<file path="config.mk">
export PLATFORM = sky130hd
export DESIGN_NAME = instr_controller_flat
export DESIGN_NICKNAME = d
export VERILOG_FILES = /design/src/rtl/proc_pkg.sv /design/src/rtl/instr_controller_if.sv /design/src/rtl/alu16.sv /design/src/rtl/instr_controller.sv /design/src/flat_wrapper.sv
export SDC_FILE = /design/constraint.sdc
export NUM_CORES = 1
export LEC_CHECK = 0
export BUFFER_PORTS_ARGS = -buffer_cell sky130_fd_sc_hd__buf_2
export CORE_UTILIZATION = 36
export CTS_CLUSTER_DIAMETER = 80
export CTS_CLUSTER_SIZE = 14
export DETAILED_ROUTE_END_ITERATION = 10
export PLACE_DENSITY = 0.6
export SLEW_MARGIN = 20
export SYNTH_ARGS = -nofsm -noshare
export SYNTH_HDL_FRONTEND = slang
export SYNTH_SLANG_ARGS = --single-unit
</file>
<file path="constraint.sdc">
create_clock -name clk -period 2.5 [get_ports clk]
set_input_delay 0.125 -clock clk [delete_from_list [all_inputs] [get_ports clk]]
set_output_delay 0.125 -clock clk [all_outputs]
set_load 0.05 [all_outputs]
</file>
<file path="src/rtl/proc_pkg.sv">
// Shared types and constants for the small instruction controller:
// opcodes, FSM states and instruction field positions.
package proc_pkg;

  localparam int unsigned DefaultDataWidth = 16;
  localparam int unsigned DefaultPcWidth   = 8;
  localparam int unsigned InstrWidth       = 16;

  localparam int unsigned OpcodeLsb = 12;
  localparam int unsigned RdLsb     = 10;
  localparam int unsigned Rs1Lsb    = 8;
  localparam int unsigned Rs2Lsb    = 6;
  localparam int unsigned ImmLsb    = 0;
  localparam int unsigned OffLsb    = 0;

  typedef enum logic [3:0] {
    OpNop  = 4'h0,
    OpAdd  = 4'h1,
    OpSub  = 4'h2,
    OpAnd  = 4'h3,
    OpOr   = 4'h4,
    OpXor  = 4'h5,
    OpLi   = 4'h6,
    OpBeq  = 4'h7,
    OpHalt = 4'hF
  } opcode_e;

  typedef enum logic [2:0] {
    StIdle,
    StFetch,
    StDecode,
    StExec,
    StHalt
  } state_e;

endpackage

</file>
<file path="src/rtl/instr_controller_if.sv">
// Instruction-memory fetch handshake plus register-file read/write port.
interface instr_controller_if
  import proc_pkg::*;
#(
  parameter int unsigned DATA_WIDTH = DefaultDataWidth,
  parameter int unsigned PC_WIDTH   = DefaultPcWidth
);
  logic                  imem_req;
  logic [PC_WIDTH-1:0]   imem_addr;
  logic                  imem_valid;
  logic [InstrWidth-1:0] imem_data;
  logic [1:0]            rs1;
  logic [1:0]            rs2;
  logic [DATA_WIDTH-1:0] op1;
  logic [DATA_WIDTH-1:0] op2;
  logic [1:0]            rd;
  logic                  wr_en;
  logic [DATA_WIDTH-1:0] wr_data;

  modport master (
    output imem_req, imem_addr, rs1, rs2, rd, wr_en, wr_data,
    input  imem_valid, imem_data, op1, op2
  );

  modport slave (
    input  imem_req, imem_addr, rs1, rs2, rd, wr_en, wr_data,
    output imem_valid, imem_data, op1, op2
  );
endinterface

</file>
<file path="src/rtl/alu16.sv">
// Combinational ALU for the register-register opcodes; results wrap modulo 2^DATA_WIDTH.
module alu16
  import proc_pkg::*;
#(
  parameter int unsigned DATA_WIDTH = DefaultDataWidth
) (
  input  logic [3:0]            op,
  input  logic [DATA_WIDTH-1:0] a,
  input  logic [DATA_WIDTH-1:0] b,
  output logic [DATA_WIDTH-1:0] result
);

  always_comb begin
    result = '0;
    case (op)
      OpAdd:   result = a + b;
      OpSub:   result = a - b;
      OpAnd:   result = a & b;
      OpOr:    result = a | b;
      OpXor:   result = a ^ b;
      default: result = '0;
    endcase
  end

endmodule

</file>
<file path="src/rtl/instr_controller.sv">
// Multi-cycle FETCH/DECODE/EXEC controller driving an external register file and
// instruction memory; write data and strobes are registered out of DECODE.
module instr_controller
  import proc_pkg::*;
#(
  parameter int unsigned DATA_WIDTH = DefaultDataWidth,
  parameter int unsigned PC_WIDTH   = DefaultPcWidth
) (
  input  logic                clk,
  input  logic                rst_n,
  input  logic                start,
  instr_controller_if.master  bus,
  output logic [PC_WIDTH-1:0] pc,
  output logic                busy,
  output logic                halted,
  output logic                illegal
);

  state_e                state_q;
  logic [PC_WIDTH-1:0]   pc_q;
  logic [InstrWidth-1:0] ir_q;
  logic                  wr_en_q;
  logic                  illegal_q;
  logic [DATA_WIDTH-1:0] wr_data_q;

  logic [3:0]            opc;
  logic                  writes;
  logic                  legal;
  logic [DATA_WIDTH-1:0] alu_res;
  logic [DATA_WIDTH-1:0] imm_ext;
  logic [PC_WIDTH-1:0]   off_ext;
  logic [PC_WIDTH-1:0]   pc_inc;
  logic [PC_WIDTH-1:0]   pc_br;

  assign opc     = ir_q[OpcodeLsb +: 4];
  assign imm_ext = DATA_WIDTH'(ir_q[ImmLsb +: 8]);
  assign off_ext = {{(PC_WIDTH-6){ir_q[OffLsb+5]}}, ir_q[OffLsb +: 6]};
  assign pc_inc  = pc_q + PC_WIDTH'(1);
  assign pc_br   = pc_inc + off_ext;

  alu16 #(
    .DATA_WIDTH(DATA_WIDTH)
  ) u_alu (
    .op    (opc),
    .a     (bus.op1),
    .b     (bus.op2),
    .result(alu_res)
  );

  always_comb begin
    writes = 1'b0;
    legal  = 1'b1;
    case (opc)
      OpAdd, OpSub, OpAnd, OpOr, OpXor, OpLi: writes = 1'b1;
      OpNop, OpBeq, OpHalt:                   writes = 1'b0;
      default:                                legal  = 1'b0;
    endcase
  end

  always_ff @(posedge clk or negedge rst_n) begin
    if (!rst_n) begin
      state_q   <= StIdle;
      pc_q      <= '0;
      ir_q      <= '0;
      wr_en_q   <= 1'b0;
      illegal_q <= 1'b0;
      wr_data_q <= '0;
    end else begin
      unique case (state_q)
        StIdle, StHalt: begin
          if (start) begin
            state_q <= StFetch;
            pc_q    <= '0;
          end
        end
        StFetch: begin
          if (bus.imem_valid) begin
            ir_q    <= bus.imem_data;
            state_q <= StDecode;
          end
        end
        StDecode: begin
          // Operands are read here so the EXEC-cycle outputs come straight from flops.
          wr_en_q   <= writes;
          wr_data_q <= (opc == OpLi) ? imm_ext : alu_res;
          illegal_q <= ~legal;
          state_q   <= StExec;
        end
        StExec: begin
          wr_en_q   <= 1'b0;
          illegal_q <= 1'b0;
          if (opc == OpHalt) begin
            state_q <= StHalt;
          end else begin
            pc_q    <= (opc == OpBeq && bus.op1 == bus.op2) ? pc_br : pc_inc;
            state_q <= StFetch;
          end
        end
        default: state_q <= StIdle;
      endcase
    end
  end

  assign bus.imem_req  = (state_q == StFetch);
  assign bus.imem_addr = pc_q;
  assign bus.rs1       = ir_q[Rs1Lsb +: 2];
  assign bus.rs2       = ir_q[Rs2Lsb +: 2];
  assign bus.rd        = ir_q[RdLsb +: 2];
  assign bus.wr_en     = wr_en_q;
  assign bus.wr_data   = wr_data_q;

  assign pc      = pc_q;
  assign busy    = (state_q == StFetch) || (state_q == StDecode) || (state_q == StExec);
  assign halted  = (state_q == StHalt);
  assign illegal = illegal_q;

endmodule

</file>
<file path="src/flat_wrapper.sv">
// flat-port wrapper written by rule: the top's interface ports become plain ports
module instr_controller_flat import proc_pkg::*;
#(
  parameter int unsigned DATA_WIDTH = DefaultDataWidth,
  parameter int unsigned PC_WIDTH   = DefaultPcWidth
)
  (clk, rst_n, start, pc, busy, halted, illegal, bus_imem_req, bus_imem_addr, bus_rs1, bus_rs2, bus_rd, bus_wr_en, bus_wr_data, bus_imem_valid, bus_imem_data, bus_op1, bus_op2);
  instr_controller_if #(.DATA_WIDTH(DATA_WIDTH), .PC_WIDTH(PC_WIDTH)) bus_i ();
  input  logic clk;
  input  logic rst_n;
  input  logic start;
  output logic [PC_WIDTH-1:0] pc;
  output logic busy;
  output logic halted;
  output logic illegal;
  output wire logic [$bits(bus_i.imem_req)-1:0] bus_imem_req;
  output wire logic [$bits(bus_i.imem_addr)-1:0] bus_imem_addr;
  output wire logic [$bits(bus_i.rs1)-1:0] bus_rs1;
  output wire logic [$bits(bus_i.rs2)-1:0] bus_rs2;
  output wire logic [$bits(bus_i.rd)-1:0] bus_rd;
  output wire logic [$bits(bus_i.wr_en)-1:0] bus_wr_en;
  output wire logic [$bits(bus_i.wr_data)-1:0] bus_wr_data;
  input wire logic [$bits(bus_i.imem_valid)-1:0] bus_imem_valid;
  input wire logic [$bits(bus_i.imem_data)-1:0] bus_imem_data;
  input wire logic [$bits(bus_i.op1)-1:0] bus_op1;
  input wire logic [$bits(bus_i.op2)-1:0] bus_op2;
  assign bus_imem_req = bus_i.imem_req;
  assign bus_imem_addr = bus_i.imem_addr;
  assign bus_rs1 = bus_i.rs1;
  assign bus_rs2 = bus_i.rs2;
  assign bus_rd = bus_i.rd;
  assign bus_wr_en = bus_i.wr_en;
  assign bus_wr_data = bus_i.wr_data;
  assign bus_i.imem_valid = bus_imem_valid;
  assign bus_i.imem_data = bus_imem_data;
  assign bus_i.op1 = bus_op1;
  assign bus_i.op2 = bus_op2;
  instr_controller #(.DATA_WIDTH(DATA_WIDTH), .PC_WIDTH(PC_WIDTH)) u_core (.clk(clk), .rst_n(rst_n), .start(start), .bus(bus_i), .pc(pc), .busy(busy), .halted(halted), .illegal(illegal));
endmodule
</file>
## Word-level counts from Yosys, hierarchy flattened

Cells that the tools add are included.

| word-level totals | value |
|---|---|
| register bits | 45 |
| output and inout bits | 43 |

| cells by class | value |
|---|---|
| reduce and logical (&&, ||, !) cells | 13 |
| mux-type cells | 14 |
| equal/unequal tests | 16 |
| bitwise logic cells | 4 |
| add/subtract/negate cells | 4 |

Operators with widths:

| operator | number |
|---|---|
| case mux 16 bit (5 select lines) | 1 |
| 2-to-1 mux 8 bit | 3 |
| adder 16 bit | 1 |
| AND 16 bit | 1 |
| equality test 16 bit | 1 |
| equality test 4 x 3 -> 1 bit, second input constant | 4 |
| 2-to-1 mux 16 bit | 1 |
| bitwise OR 16 bit | 1 |
| case mux 8 bit (2 select lines) | 1 |
| subtractor 16 bit | 1 |
| bitwise XOR 16 bit | 1 |
| case mux 3 bit (4 select lines) | 1 |
| 2-to-1 mux 3 bit | 3 |
| OR reduction 9 bit | 1 |
| adder 8 x 1 -> 8 bit, second input constant | 1 |
| adder 8 bit | 1 |
| equality test 4 x 2 -> 1 bit, second input constant | 2 |
| equality test 3 x 2 -> 1 bit, second input constant | 2 |
| OR reduction 6 bit | 1 |
| equality test 4 x 1 -> 1 bit, second input constant | 1 |
| equality test 4 bit, second input constant | 1 |
| logical NOT 4 bit | 1 |
| != test 2 bit, second input constant | 2 |
| case mux 1 bit (2 select lines) | 2 |
| 12 further kinds | 16 |

## Logic depth before layout (Yosys ltp)

Gate-level depths: netlist (run 1).

| logic depth | value |
|---|---|
| depth in word-level cells | 5 |
| mapped depth | 12 |
| depth with buffers taken out | 12 |

## Cells and area by module

A second synthesis (run 1) with hierarchy kept.

| second synthesis, totals | value |
|---|---|
| cell total of the unflattened synthesis | 503 |
| area, all modules | 4469.3 um2 |

By module, submodules not included:

| module | seq. area each (um2) | instances | area an instance (um2) | cells an instance |
|---|---|---|---|---|
| instr_controller | 1126.1 | 1 | 2630.0 | 257 |
| alu16 | 0.0 | 1 | 1839.3 | 246 |

## Worst setup path before layout (run 1)

Ideal clock, no wire load.

| timing path | value |
|---|---|
| path kind | register to register |
| start | reg u_core.pc_q[0], in the netlist u_core.bus.imem_addr[0] |
| end | reg u_core.pc_q[7], in the netlist u_core.bus.imem_addr[7] |
| buffers on the path | 0 |
| period minus slack after synthesis | 2.845 ns |
| path slack | -0.345 ns |
| library setup time | 0.118 ns |
| cell stages (with the launch flop) | 13 |
| arrival | 2.727 ns |
| cells stage by stage | dfrtp_1 > ha_1 > nand3_1 > nor2_1 > xor2_1 > ha_1 > nor3_1 > o2111ai_1 > a2111oi_0 > a31oi_1 > xnor2_1 > nor3b_1 > a21o_1 |

| on the way | value |
|---|---|
| word-level cells in the longest chain between the ends | 5 |

RTL lines:

| what | line | text |
|---|---|---|
| from (decl) | instr_controller.sv:20 | `logic [PC_WIDTH-1:0] pc_q;` |
| from (signal assigned) | instr_controller.sv:95 | `pc_q <= (opc == OpBeq && bus.op1 == bus.op2) ? pc_br : pc_inc;` |
| adder 8 x 1 -> 8 bit * | instr_controller.sv:38 | `assign pc_inc = pc_q + PC_WIDTH'(1);` |
| adder 8 bit | instr_controller.sv:39 | `assign pc_br = pc_inc + off_ext;` |
| 2-to-1 mux 8 bit * | instr_controller.sv:95 |  |
| 2-to-1 mux 8 bit * | instr_controller.sv:92 | `if (opc == OpHalt) begin` |
| case mux 8 bit (2 select lines) * | instr_controller.sv:69 | `unique case (state_q)` |

Mark *: on every way between the ends. The rest lies on a longest branch, timed or not. The select of a mux whose other input is x is not followed.
A chain may end at the register's enable or synchronous reset.

## Final worst setup path (run 1)

Same ends and word-level chain as after synthesis.

==> results of run 1 <==
==> per-layer routing <==
layer / vias up / GRT usage
met4: 0 / 0.0905
met3: 40 / 0.0217
met1: 2405 / 0.285
met5: - / 0
li1: 2389 / -
met2: 217 / 0.394
==> cell usage in the layout (no fill, tap or decap), drive strengths merged, types with 6 or more instances in the layout <==
cell type	count
o31ai	7
inv	54
xnor2	11
nand2b	11
a31oi	16
mux2	14
nand3	15
buf	142
a21o	10
nor3	17
nor2b	10
dfrtp	45
nand2	47
nor2	50
o21ai	38
a221oi	6
a21oi	37
ha	58
==> sequential cells by signal (all words and copies together) (netlist names) <==
| signal | count |
|---|---|
| u_core.ir_q | 16 |
| u_core.state_q | 3 |
| u_core.illegal | 1 |
| u_core.bus.wr_en | 1 |
| u_core.bus.imem_addr | 8 |
| u_core.bus.wr_data | 16 |
==> power by group <==
group,switching [mW],total (mW),internal (mW)
Sequential,0.352,1.38,1.03
Combinational,2.47,3.86,1.39
Clock,0.331,0.709,0.377
Total,3.15,5.95,2.80
==> area by class of cell <==
cell class,instances,area (um^2)
fill,1355,7160
timing repair buffer,143,841
sequential,45,1130
multi-input combinational,464,3480
tap,176,220
clock inverter,3,25.0
inverter,53,199
clock buffer,5,125
==> path summary, 6_finish.rpt <==
path	slack, ns	from	cells after the start	to
hold / removal	0.03	start	2	u_core.state_q[2]
max in group asynchronous	1.39	rst_n	3	u_core.state_q[2]
setup reg to reg	-0.008	u_core.bus.imem_addr[0]	11	u_core.bus.imem_addr[7]
hold reg to reg	0.49	u_core.bus.wr_en	2	u_core.bus.wr_en
min in group asynchronous	0.31	rst_n	2	u_core.bus.wr_data[11]
setup / recovery	-0.008	u_core.bus.imem_addr[0]	11	u_core.bus.imem_addr[7]
==> per-stage QoR <==
step	setup WS (ns)	std cells	hold WS [ns]	instance area, um^2	setup TNS [ns]
detailed placement	-0.0425	875	0.104	5700	-0.0842
floorplan	-0.0992	607	-0.171	4930	-0.0992
CTS	0.00100	886	0.0317	5900	0
global route	-0.206	889	0.0368	6030	-0.212
finish	-0.00842	889	0.0350	6030	-0.00842
global placement	0.0147	875	0.0981	5700	0
==> synth_stat cells, types with 5 or more instances <==
library cell,n,area [um^2]
o31ai_1,7,52.6
inv_1,53,199
nor2_1,50,188
buf_2,11,55.1
o21a_1,5,37.5
a21o_1,10,75.1
and2_1,5,31.3
a221oi_1,5,43.8
nor3_1,16,80.1
clkbuf_1,18,67.6
dfrtp_1,45,1130
a22oi_1,5,37.5
nand3_1,15,75.1
nand2b_1,11,68.8
and3_1,5,31.3
o221ai_1,5,43.8
o21bai_1,5,37.5
buf_4,14,105
mux2i_1,5,50.1
a21oi_1,36,180
o21ai_0,36,180
nand2_1,47,176
ha_1,58,726
nor2b_1,10,62.6
nor4_1,5,31.3
a221o_1,5,50.1
mux2_2,14,158
xnor2_1,11,96.3
a31oi_1,16,100
==> worst max-delay path, delay by kind of cell, from the launching register on <==
family	cells	cell delay, ns
adders and majority gates	1	0.21
xor gates and xnor gates	2	0.32
DFF	1	0.42
AOI/OAI and AO/OA	4	0.82
and+or+nand+nor	4	0.63
==> cells by family (layout without fill, tap and decap cells) <==
family | count (synthesis) | count (layout) | synth area share
simple gates | 191 | 191 | 0.198
compound gates | 180 | 180 | 0.252
buf+inv | 98 | 204 | 0.0910
fa+ha+maj | 61 | 61 | 0.161
flops | 45 | 45 | 0.231
mux | 19 | 19 | 0.0427
xor+xnor | 13 | 13 | 0.0234
==> what timing repair did <==
action                     CTS  global route
setup buffers                2             3
setup endpoints to repair    1             2
hold buffers                 1             0
gates resized for setup      4            16
pin swaps                    1            10
hold endpoints to repair    16             0
==> impl_metrics.tcl, run 1 <==
set metrics [dict create \
    outcome "finished, violations left" \
    violations "setup timing" \
    die-width_um 118 \
    setup_viol 1 \
    maxCapViolCount 0 \
    met3RoutedLength_um 921 \
    hold_viol 0 \
    max_clock_freq_mhz 399 \
    grt.overflow.total 0 \
    relSlewSlack 0.568 \
    grt_max_degree 30 \
    drc 0 \
    rsz0062_at_grt "yes" \
    vdd_drop_max_uv 385 \
    finalWeightedCongestion 0.954 \
    final_net_count 825 \
    dr_total_vias 5051 \
    path_common_cell "xnor2_1" \
    worstMarginPinSlew_ns 0.646 \
    p_leak_nw 2.84 \
    cts_tree "done" \
    clock_path_buffers 2 \
    critPathKind "reg2reg" \
    netlist_instances 607 \
    cts.sinks 45 \
    cts_made_buffers 5 \
    dpl.hpwl_um 12500 \
    async_reset_ff_frac 1.00 \
    ys_seq_elements 45 \
    cp.required_ns 2.69 \
    report.final.slew_viol_count 0 \
    num_rows 42 \
    portBuffers 94 \
    top_layer "met4" \
    drt-met1-wl_um 6690 \
    antenna_found_initial 0 \
    p_total_mw 5.95 \
    cp-end-kind "flip-flop" \
    clk_pin_slew_ns 0.07 \
    fin_ws_ns -0.00842 \
    ctsHtreeMaxLevel 2 \
    syn-cell-area_um2 4870 \
    clock_latency_ns 0.30 \
    cellPowerDensity_nw_per_um2 987 \
    synth_cell_type_count 70 \
    ios 95 \
    grt_pass1_wl_um 25100 \
    synth.avg_cell_area_um2 8.02 \
    cpMaxStageDelayCell "dfrtp_2" \
    initial_core_util 0.369 \
    grt_pass1_vias 4960 \
    hp-class "in2reg" \
    final_util 0.457 \
    ant_nets 0 \
    diodes 0 \
    wl_met2_um 7720 \
    drtIter0Drc 396 \
    ys.flop_type "dfrtp_1" \
    fin_crit_sh 1.00 \
    crit_fanout 4 \
    ys_seq_area_frac 0.231 \
    wl_um 15900 \
    via_per_inst 5.68 \
    critPathLaunchType "flip-flop" \
    die_area_um2 14000 \
    drive_above_1_share 0.286 \
    synth_warnings 0 \
    grt_use_total 0.226 \
    crit_chain "and3_4 > nand3_2 > xnor2_1 > ha_2 > nor3_2 > o2111ai_2 > a2111oi_2 > a31oi_1 > xnor2_1 > nor3b_2 > a21o_1" \
    max_stage_delay_ns 0.42 \
    firstDrtPassIters 6 \
    arrival_ns 2.70 \
    synth_edf_count 0 \
    die_y_um 118 \
    fin_worst_skew_ns 0.00897 \
    root_buffer "clkbuf_16" \
    syn_to_final_growth_pct 23.8 \
    coreArea_um2 13200 \
    synth_nets 720 \
    detail_route.wl_per_cell_um 17.8 \
    period_minus_slack_ns 2.51 \
]
Note: power is estimated with default switching activity, not from simulation.
==> inputs of run 2 (changes only) <==
--- a/config.mk
+++ b/config.mk
@@ -10,8 +10,9 @@
 export CTS_CLUSTER_DIAMETER = 80
 export CTS_CLUSTER_SIZE = 14
 export DETAILED_ROUTE_END_ITERATION = 10
-export PLACE_DENSITY = 0.6
+export PLACE_DENSITY = 0.61
 export SLEW_MARGIN = 20
 export SYNTH_ARGS = -nofsm -noshare
 export SYNTH_HDL_FRONTEND = slang
+export SYNTH_HIERARCHICAL = 1
 export SYNTH_SLANG_ARGS = --single-unit
==> run 2 against run 1 <==
  * The run still ends with setup timing left
  * Core utilization up 4.5 points
  * Non-clock buffer count up 37
  * Clock skew down 0.0012 ns
  * Critical path type unchanged
  * Largest cell class unchanged
  * Highest routed layer unchanged
==> impl_metrics.tcl, run 2 <==
set metrics [dict create \
    clk_pin_slew_ns 0.07 \
    grt_max_degree 46 \
    ys_seq_area_frac 0.252 \
    clock_path_buffers 2 \
    p_total_mw 6.56 \
    clock_latency_ns 0.29 \
    synth_warnings 6 \
    final_cells 828 \
    cts.sinks 45 \
    yosys.area.top_type "dfrtp_1" \
    relSlewSlack 0.452 \
    ant_nets 0 \
    worstMarginPinSlew_ns 0.821 \
    firstDrtPassIters 5 \
    critPathLaunchType "flip-flop" \
    hold_viol 0 \
    grt_pass1_wl_um 20700 \
    die_area_um2 12900 \
    grt_use_total 0.202 \
    drive_above_1_share 0.391 \
    via_per_inst 5.14 \
    fin_crit_sh 1.26 \
    dr_total_vias 4253 \
    detail_route.wl_per_cell_um 15.6 \
    ys_seq_elements 45 \
    ctsHtreeMaxLevel 2 \
    portBuffers 94 \
    violations "setup timing" \
    synth.avg_cell_area_um2 8.89 \
    setup_viol 14 \
    grt_pass1_vias 4169 \
    hp-class "in2reg" \
    rsz0062_at_grt "yes" \
    yosys.area.top_type_share 0.252 \
    synth_most_common_cell "ha_1" \
    cts_tree "done" \
    cp.required_ns 2.68 \
    maxCapViolCount 0 \
    p_leak_nw 2.93 \
    critPathKind "reg2reg" \
    ys.flop_type "dfrtp_1" \
    initial_core_util 0.371 \
    dpl.hpwl_um 10100 \
    synth_commonest_cells "ha_1, dfrtp_1, inv_1" \
    fin_tns_setup_ns -6.10 \
    report.final.slew_viol_count 0 \
    antenna_found_initial 0 \
    cp-end-kind "flip-flop" \
    synth_area_leaders "dfrtp_1, ha_1, xnor2_1" \
    cts_made_buffers 5 \
    syn_to_final_growth_pct 35.4 \
    fin_worst_skew_ns 0.00774 \
    dp.cells 800 \
    drc 0 \
    netlist_instances 503 \
    crit_fanout 4 \
    die-width_um 113 \
    cellPowerDensity_nw_per_um2 1080 \
    async_reset_ff_frac 1.00 \
    outcome "finished, violations left" \
    final_cell_mix "buf_2, buf_4, ha_1" \
    root_buffer "clkbuf_16" \
    coreArea_um2 12100 \
    synth_nets 613 \
    multi_input_area_um2 3260 \
    final_net_count 769 \
    vdd_drop_max_uv 367 \
    die_y_um 113 \
    grt.overflow.total 0 \
    diodes 0 \
    arrival_ns 3.33 \
    fillerInstances 1140 \
    wl_um 12900 \
    seq_area_um2 1130 \
    place_ws_ns -0.570 \
    period_minus_slack_ns 3.15 \
    synth_cell_type_count 64 \
    max_clock_freq_mhz 317 \
    finalWeightedCongestion 0.929 \
    synth_edf_count 0 \
    ios 95 \
    drtIter0Drc 203 \
    final_common_cell "buf_2" \
    num_rows 40 \
    fin_ws_ns -0.650 \
    syn-cell-area_um2 4470 \
]
run 2: what timing repair did:
item	in CTS	in global routing
setup buffers	8	12
hold buffers	0	1
pin swaps	13	32
resized for setup	16	22
endpoints found under the setup margin	14	14
hold endpoints to repair	0	45
run 2: layer usage:
metal,vias up,track usage,wire [um]
li1,2088,-,-
met1,2021,0.270,6090
met2,130,0.343,6090
met3,14,0.0292,539
met4,0,0.0491,187
met5,-,0,0
run 2: worst max-delay path, cell delays in order (launching register included):
cell and delay [ns]:
dfrtp_2 0.43, nor2_4 0.12, nand2_2 0.08, nor2_4 0.12, buf_6 0.14, nor2_4 0.04, xnor2_2 0.13, ha_1 0.34
buf_6 0.14, o21a_1 0.16, o31a_1 0.11, o31a_1 0.28, a211o_1 0.32, a31oi_1 0.17, xor2_1 0.17, o21ai_1 0.08
a22o_1 0.22
run 2: logic make-up (layout without fill, tap and decap cells):
logic type / Yosys count / after routing / synth area share
fa+ha+maj: 58 / 58 / 0.166
mux: 25 / 25 / 0.0602
compound gates: 135 / 135 / 0.208
simple gates: 113 / 113 / 0.131
buf+inv: 74 / 231 / 0.0775
xor+xnor: 53 / 53 / 0.106
flops: 45 / 45 / 0.252
run 2: stage by stage:
step / area, um^2 / util / hold slack, ns
2_1_floorplan: 4570 / - / -0.171
4_1_cts: 5830 / 0.483 / 0.0501
3_5_place_dp: 5560 / 0.461 / 0.357
3_3_place_gp: 5560 / 0.461 / 0.355
5_1_grt: 6050 / 0.502 / 0.0678
6_report: 6050 / 0.502 / 0.0643
run 2: layout make-up:
type                    count  area share
flip-flops and latches     45       0.187
clock buffers               6      0.0213
repair buffers            180       0.190
multi-input cells         384       0.538
clock inverters             2     0.00248
well taps                 168      0.0347
inverters                  43      0.0267
run 2: worst paths after layout:
kind | from | endpoint | slack [ns] | depth (start not counted)
max in group asynchronous | rst_n | u_core/bus.imem_addr[1] | 1.68 | 2
min reg2reg | u_core/bus.wr_data[7] | u_core/bus.wr_data[7] | 0.49 | 2
max reg2reg | u_core/ir_q[15] | u_core/bus.wr_data[13] | -0.65 | 16
min in group asynchronous | rst_n | u_core/state_q[1] | 0.38 | 2
max | u_core/ir_q[15] | u_core/bus.wr_data[13] | -0.65 | 16
min | start | u_core/state_q[2] | 0.06 | 2
run 2: where the power goes:
| group | switching (mW) | internal [mW] | total, mW |
|---|---|---|---|
| logic | 2.67 | 1.96 | 4.63 |
| clock network | 0.286 | 0.371 | 0.657 |
| registers | 0.264 | 1.01 | 1.28 |
